## config.mk

```make
export PLATFORM = sky130hd
export DESIGN_NAME = vending_machine_param
export DESIGN_NICKNAME = d
export VERILOG_FILES = /design/src/rtl/vending_machine_param.sv
export SDC_FILE = /design/constraint.sdc
export NUM_CORES = 1
export LEC_CHECK = 0
export BUFFER_PORTS_ARGS = -buffer_cell sky130_fd_sc_hd__buf_2
export CORE_MARGIN = 4
export CORE_UTILIZATION = 30
export CTS_BUF_LIST = sky130_fd_sc_hd__clkbuf_4
export CTS_CLUSTER_DIAMETER = 60
export DETAILED_ROUTE_END_ITERATION = 6
export PLACE_DENSITY = 0.58
export SYNTH_ARGS = -nofsm -noshare
export SYNTH_HDL_FRONTEND = slang
export SYNTH_SLANG_ARGS = --single-unit
```

## constraint.sdc

```tcl
create_clock -name clk -period 2.27 [get_ports clk]
set_input_delay 0.227 -clock clk [delete_from_list [all_inputs] [get_ports clk]]
set_output_delay 0.227 -clock clk [all_outputs]
set_load 0.02 [all_outputs]
```

## src/rtl/vending_machine_param.sv

```systemverilog
// ---------------------------------------------------------------------------
// vending_machine_param
//   Single-product coin vending controller. Coins of value 1 (p1) and
//   COIN_HI (p5) build up credit. When the credit reaches PRICE a one-cycle
//   dispense pulse fires. Change and cancel refunds are paid out as a train
//   of one-unit c1 pulses, one per cycle, with no gaps.
//
// Ports
//   clk      in   1      rising-edge clock
//   reset_n  in   1      asynchronous active-low reset
//   p1       in   1      1-unit coin pulse, one cycle per coin
//   p5       in   1      COIN_HI-unit coin pulse, one cycle per coin
//   cancel   in   1      refund request pulse
//   dispense out  1      registered one-cycle vend pulse
//   c1       out  1      registered one-cycle pulse per returned unit
//   reject   out  1      registered one-cycle pulse: coin seen but not accepted
//   busy     out  1      high while paying out change or a refund
//   credit   out  CW     current accumulated credit
//   sales    out  CNT_W  items dispensed, wraps modulo 2^CNT_W
// ---------------------------------------------------------------------------
module vending_machine_param #(
    parameter int PRICE   = 3,
    parameter int COIN_HI = 5,
    parameter int CNT_W   = 8,
    localparam int CW     = $clog2(PRICE + COIN_HI + 1)
) (
    input  logic             clk,
    input  logic             reset_n,
    input  logic             p1,
    input  logic             p5,
    input  logic             cancel,
    output logic             dispense,
    output logic             c1,
    output logic             reject,
    output logic             busy,
    output logic [CW-1:0]    credit,
    output logic [CNT_W-1:0] sales
);

    localparam logic [0:0] ST_IDLE   = 1'b0;
    localparam logic [0:0] ST_PAYOUT = 1'b1;

    localparam logic [CW-1:0]    CR_ZERO  = {CW{1'b0}};
    localparam logic [CW-1:0]    CR_ONE   = CW'(1);
    localparam logic [CW-1:0]    CR_PRICE = CW'(PRICE);
    localparam logic [CW-1:0]    CR_HI    = CW'(COIN_HI);
    localparam logic [CNT_W-1:0] SALES_ONE = CNT_W'(1);

    logic [0:0]       state_r,      state_n_s;
    logic [CW-1:0]    credit_r,     credit_n_s;
    logic [CW-1:0]    change_cnt_r, change_n_s;
    logic [CNT_W-1:0] sales_r,      sales_n_s;
    logic             dispense_r,   dispense_n_s;
    logic             c1_r,         c1_n_s;
    logic             reject_r,     reject_n_s;

    logic [CW-1:0]    coin_val_s;
    logic [CW-1:0]    sum_s;
    logic [CW-1:0]    chg_s;

    // Next-state and next-output decode for both controller states.
    always_comb begin
        state_n_s    = state_r;
        credit_n_s   = credit_r;
        change_n_s   = change_cnt_r;
        sales_n_s    = sales_r;
        dispense_n_s = 1'b0;
        c1_n_s       = 1'b0;
        reject_n_s   = 1'b0;

        // p1 wins when both coins arrive together; the p5 coin is rejected.
        coin_val_s = p1 ? CR_ONE : CR_HI;
        // Largest sum is PRICE-1+COIN_HI, which always fits in CW bits.
        sum_s      = credit_r + coin_val_s;
        chg_s      = sum_s - CR_PRICE;

        case (state_r)
            ST_IDLE: begin
                if (cancel) begin
                    reject_n_s = p1 | p5;
                    if (credit_r != CR_ZERO) begin
                        // First refund unit goes out immediately; the counter
                        // holds only the units still owed after this pulse.
                        c1_n_s     = 1'b1;
                        change_n_s = credit_r - CR_ONE;
                        credit_n_s = CR_ZERO;
                        state_n_s  = (credit_r != CR_ONE) ? ST_PAYOUT : ST_IDLE;
                    end else begin
                        credit_n_s = credit_r;
                    end
                end else if (p1 | p5) begin
                    reject_n_s = p1 & p5;
                    if (sum_s < CR_PRICE) begin
                        credit_n_s = sum_s;
                    end else begin
                        dispense_n_s = 1'b1;
                        sales_n_s    = sales_r + SALES_ONE;
                        credit_n_s   = CR_ZERO;
                        if (chg_s != CR_ZERO) begin
                            c1_n_s     = 1'b1;
                            change_n_s = chg_s - CR_ONE;
                            state_n_s  = (chg_s != CR_ONE) ? ST_PAYOUT : ST_IDLE;
                        end else begin
                            change_n_s = CR_ZERO;
                        end
                    end
                end else begin
                    credit_n_s = credit_r;
                end
            end
            ST_PAYOUT: begin
                // Coins are refused while paying out; cancel has no effect.
                c1_n_s     = 1'b1;
                reject_n_s = p1 | p5;
                credit_n_s = CR_ZERO;
                if (change_cnt_r <= CR_ONE) begin
                    change_n_s = CR_ZERO;
                    state_n_s  = ST_IDLE;
                end else begin
                    change_n_s = change_cnt_r - CR_ONE;
                end
            end
            default: begin
                state_n_s  = ST_IDLE;
                credit_n_s = CR_ZERO;
                change_n_s = CR_ZERO;
            end
        endcase
    end

    // State and output registers; reset abandons any payout in progress.
    always_ff @(posedge clk or negedge reset_n) begin
        if (!reset_n) begin
            state_r      <= ST_IDLE;
            credit_r     <= CR_ZERO;
            change_cnt_r <= CR_ZERO;
            sales_r      <= {CNT_W{1'b0}};
            dispense_r   <= 1'b0;
            c1_r         <= 1'b0;
            reject_r     <= 1'b0;
        end else begin
            state_r      <= state_n_s;
            credit_r     <= credit_n_s;
            change_cnt_r <= change_n_s;
            sales_r      <= sales_n_s;
            dispense_r   <= dispense_n_s;
            c1_r         <= c1_n_s;
            reject_r     <= reject_n_s;
        end
    end

    assign dispense = dispense_r;
    assign c1       = c1_r;
    assign reject   = reject_r;
    assign busy     = (state_r == ST_PAYOUT);
    assign credit   = credit_r;
    assign sales    = sales_r;

endmodule

```

==> results.md <==
| Quantity | This run |
|:---|:---|
| Worst hold path startpoint | p5 |
| Cell chosen for the clock root | sky130_fd_sc_hd__clkbuf_4 |
| Number of synthesized register bits | 20 |
| Post-CTS sizing | 0 |
| Area delta synth->final | 17.2% |
| Area occupied by multi-input gates | 865 µm² |
| Worst Tran Pin Value | 509 ps |
| Tightest hold margin | 232 ps |
| Syn avg cell area | 10.3 µm² |
| Synthesized area | 1430 µm² |
| GRT Util Overall | 0.114 |
| Number of synthesized flops with an enable pin | 0 |
| Critical-path maximum fanout | 7 |
| Nets | 181 |
| Total congestion overflow | 0 |
| Clock slew at the register clock pins of the worst setup and hold paths | 130 ps |
| Ant diodes | 0 |
| Post-route minimum period | 2080 ps |
| HPWL after DPL | 2.36 mm |
| Via count of the first global-routing pass | 1,059 |
| Setup repair after global routing missed its margin | no |
| Final GP Congestion | 0.955 |
| First-pass GRT wire length | 5.29 mm |
| Critical path startpoint category | register |
| Fill count | 452 |
| Number of nets with antenna violations after routing | 0 |
| Count of port buffers added during placement | 20 |
| CTS tree | yes |
| Yosys warning count | 0 |
| Result of the run | finished clean |
| Count of final hold-check violations | 0 |
| Ratio of total power to cell area | 1050 nW/µm² |
| Final slew viol count | 0 |
| Path length in cells of the critical path | 6 |
| Relative slew margins | 0.658 |
| Depth of the worst register-to-register path | 6 |
| Count of TritonRoute iterations in the first routing pass | 4 |
| Maximum Capacitance Violations | 0 |
| Count of mapped cells out of synthesis | 138 |
| Highest Clock Rate | 480 MHz |
| Critical path, cell by cell | ha_1 > nand2_1 > a22oi_4 > xor2_2 > o211ai_1 > a221o_1 |
| Effective utilization at floorplan | 0.319 |
| Vertical die dimension | 77.0 µm |
| Endpoint of the worst hold-timing path | reject$_DFF_PN0_ |
| Fraction of the cycle the final worst path needs | 0.918 |
| H-Tree Depth | 1 |
| Via Count | 1,143 |
| R2R setup slack | 190 ps |
| Number of sinks handled by clock tree synthesis | 20 |
| Sum Neg Setup Slack | 0 ps |
| Number of setup violations in the final report | 0 |
| Buffer depth of the longest clock path | 2 |
| Clock network latency to the later pin of the worst-skew pair | 320 ps |
| Maximum clock skew at final layout | 6.67 ps |
| Storage element area | 502 µm² |
| Slowest stage delay, CP | 470 ps |
| Drt drc | 0 |
| Count of different cell masters after synthesis | 49 |
| Master of the slowest instance on the critical path | sky130_fd_sc_hd__ha_1 |
| Combined buffer and inverter count along the critical path | 0 |
| Number of buffers inserted during clock tree synthesis | 3 |
| Overall die width | 77.0 µm |
| FFs w/ async S/R, synth | 1.00 |
| Commonest non-fill, non-tap cell in the layout | sky130_fd_sc_hd__buf_2 |
| Aggregate routed wire length | 3.13 mm |
| Maximum number of pins on one net before global-route repair | 21 |
| Area of the die | 5930 µm² |
| Critical path type | register to register |
| Kind of cell adding the most delay to the critical path | compound AO/OA/AOI/OAI gates |
| Fraction of final layout cells with drive strength greater than 1 | 0.273 |
| Cell depth of the worst min-delay path | 2 |
| Initial antenna violation count | 0 |
| Synthesized net count | 153 |
| Tightest Hold Check Type | input pin to register |
| Prevailing post-synth register cell | sky130_fd_sc_hd__dfrtp_1 |
| # rows | 24 |
| Data arrival time of the critical path | 2300 ps |
| Average wire per standard cell | 14.4 µm |
| Via density per instance | 5.27 |
| Critical register-to-register path endpoint | c1$_DFF_PN0_ |
| Worst flop-to-flop path startpoint | credit[2]$_DFFE_PN0P_ |
| Count of routing violations after the opening detailed-route iteration | 55 |
| Lkg Pwr | 0.739 nW |
| Maximum ir drop on the vdd rail | 0.301 mV |
| Most used cells in the layout excluding fill and tap cells | sky130_fd_sc_hd__buf_2 (20), sky130_fd_sc_hd__dfrtp_1 (19), sky130_fd_sc_hd__nand2_1 (11), sky130_fd_sc_hd__xnor2_1 (11), sky130_fd_sc_hd__ha_1 (10) |
| Category of the worst setup path capture point | register |
| Required time reported for the critical path endpoint | 2490 ps |
| Share of the yosys chip area belonging to registers | 0.351 |
| Number of top-level design ports | 21 |
| Core region area | 4470 µm² |
flip-flops by register name, summed over array words and instances, names as in the netlist:
| signal | cells |
|---|---|
| busy | 1 |
| c1 | 1 |
| change_cnt_r | 4 |
| credit | 4 |
| dispense | 1 |
| reject | 1 |
| sales | 8 |
routing by layer:
layer / GRT usage / vias up / wire length [µm]
li1: - / 543 / -
met4: 0.0534 / 0 / 70
met2: 0.176 / 50 / 1450
met1: 0.154 / 545 / 1400
met3: 0.0222 / 5 / 203
met5: 0 / - / 0
kinds of logic (layout without fill, tap and decap cells):
family,count (synthesis),in the layout,synth area share
AOI/OAI and AO/OA,29,29,0.188
xor gates and xnor gates,16,16,0.122
adders and majority gates,11,11,0.0947
buffers and inverters,12,39,0.0438
DFF,20,20,0.351
muxes,2,2,0.0149
and+or+nand+nor,48,48,0.186
synth_stat cells (all sizes together), types with 2 or more instances:
| library cell | count | share of area |
|---|---|---|
| o22ai | 2 | 0.0088 |
| o31a | 3 | 0.018 |
| a21oi | 5 | 0.025 |
| nor2b | 2 | 0.0088 |
| a31o | 2 | 0.018 |
| xnor2 | 11 | 0.067 |
| nand2 | 11 | 0.029 |
| nor2 | 8 | 0.023 |
| o211ai | 2 | 0.014 |
| nand4 | 5 | 0.022 |
| buf | 4 | 0.023 |
| nor4 | 3 | 0.013 |
| xor2 | 5 | 0.054 |
| o21ai | 5 | 0.018 |
| nor3 | 2 | 0.0070 |
| o31ai | 3 | 0.016 |
| inv | 7 | 0.018 |
| nand2b | 3 | 0.013 |
| ha | 10 | 0.088 |
| and3 | 3 | 0.013 |
| dfrtp | 20 | 0.35 |
| and2 | 3 | 0.013 |
report_power, final:
group / leakage, nW / switching (mW) / internal, mW
clock: 0.0279 / 0.129 / 0.179
sequential: 0.253 / 0.0973 / 0.462
combinational: 0.458 / 0.506 / 0.380
total: 0.739 / 0.732 / 1.02
final cells by class:
cell class                      instances  share of cell area
Tap cell                               52              0.0389
Timing Repair Buffer                   28              0.0972
Inverter                                7              0.0157
Clock buffer                            3              0.0135
Multi-Input combinational cell        106               0.517
Clock inverter                          1              0.0180
Sequential cell                        20               0.300
worst max-delay path by stage:
stage	startpoint	endpoint
global route	credit[1]$_DFFE_PN0P_	c1$_DFF_PN0_
detailed placement	credit[0]$_DFFE_PN0P_	c1$_DFF_PN0_
CTS	credit[0]$_DFFE_PN0P_	c1$_DFF_PN0_
floorplan	credit[0]$_DFFE_PN0P_	c1$_DFF_PN0_
global placement	credit[0]$_DFFE_PN0P_	c1$_DFF_PN0_
finish	credit[2]$_DFFE_PN0P_	c1$_DFF_PN0_
through the flow:
stage | area, µm² | setup WS [ps] | util | power [mW] | cells
2_1_floorplan | 1430 | 71.3 | - | 1.19 | 138
3_3_place_gp | 1600 | 145 | 0.357 | 1.42 | 210
3_5_place_dp | 1600 | 98.5 | 0.357 | 1.44 | 210
4_1_cts | 1660 | 57.2 | 0.371 | 1.76 | 215
5_1_grt | 1670 | 68.4 | 0.374 | 1.89 | 217
6_report | 1670 | 187 | 0.374 | 1.75 | 217
timing repair:
action                                 CTS  global route
setup buffers                            0             2
hold buffers                             1             0
endpoints found under the hold margin   20             0
setup endpoints to repair                0             4
Power figures use the tool's default switching activity.
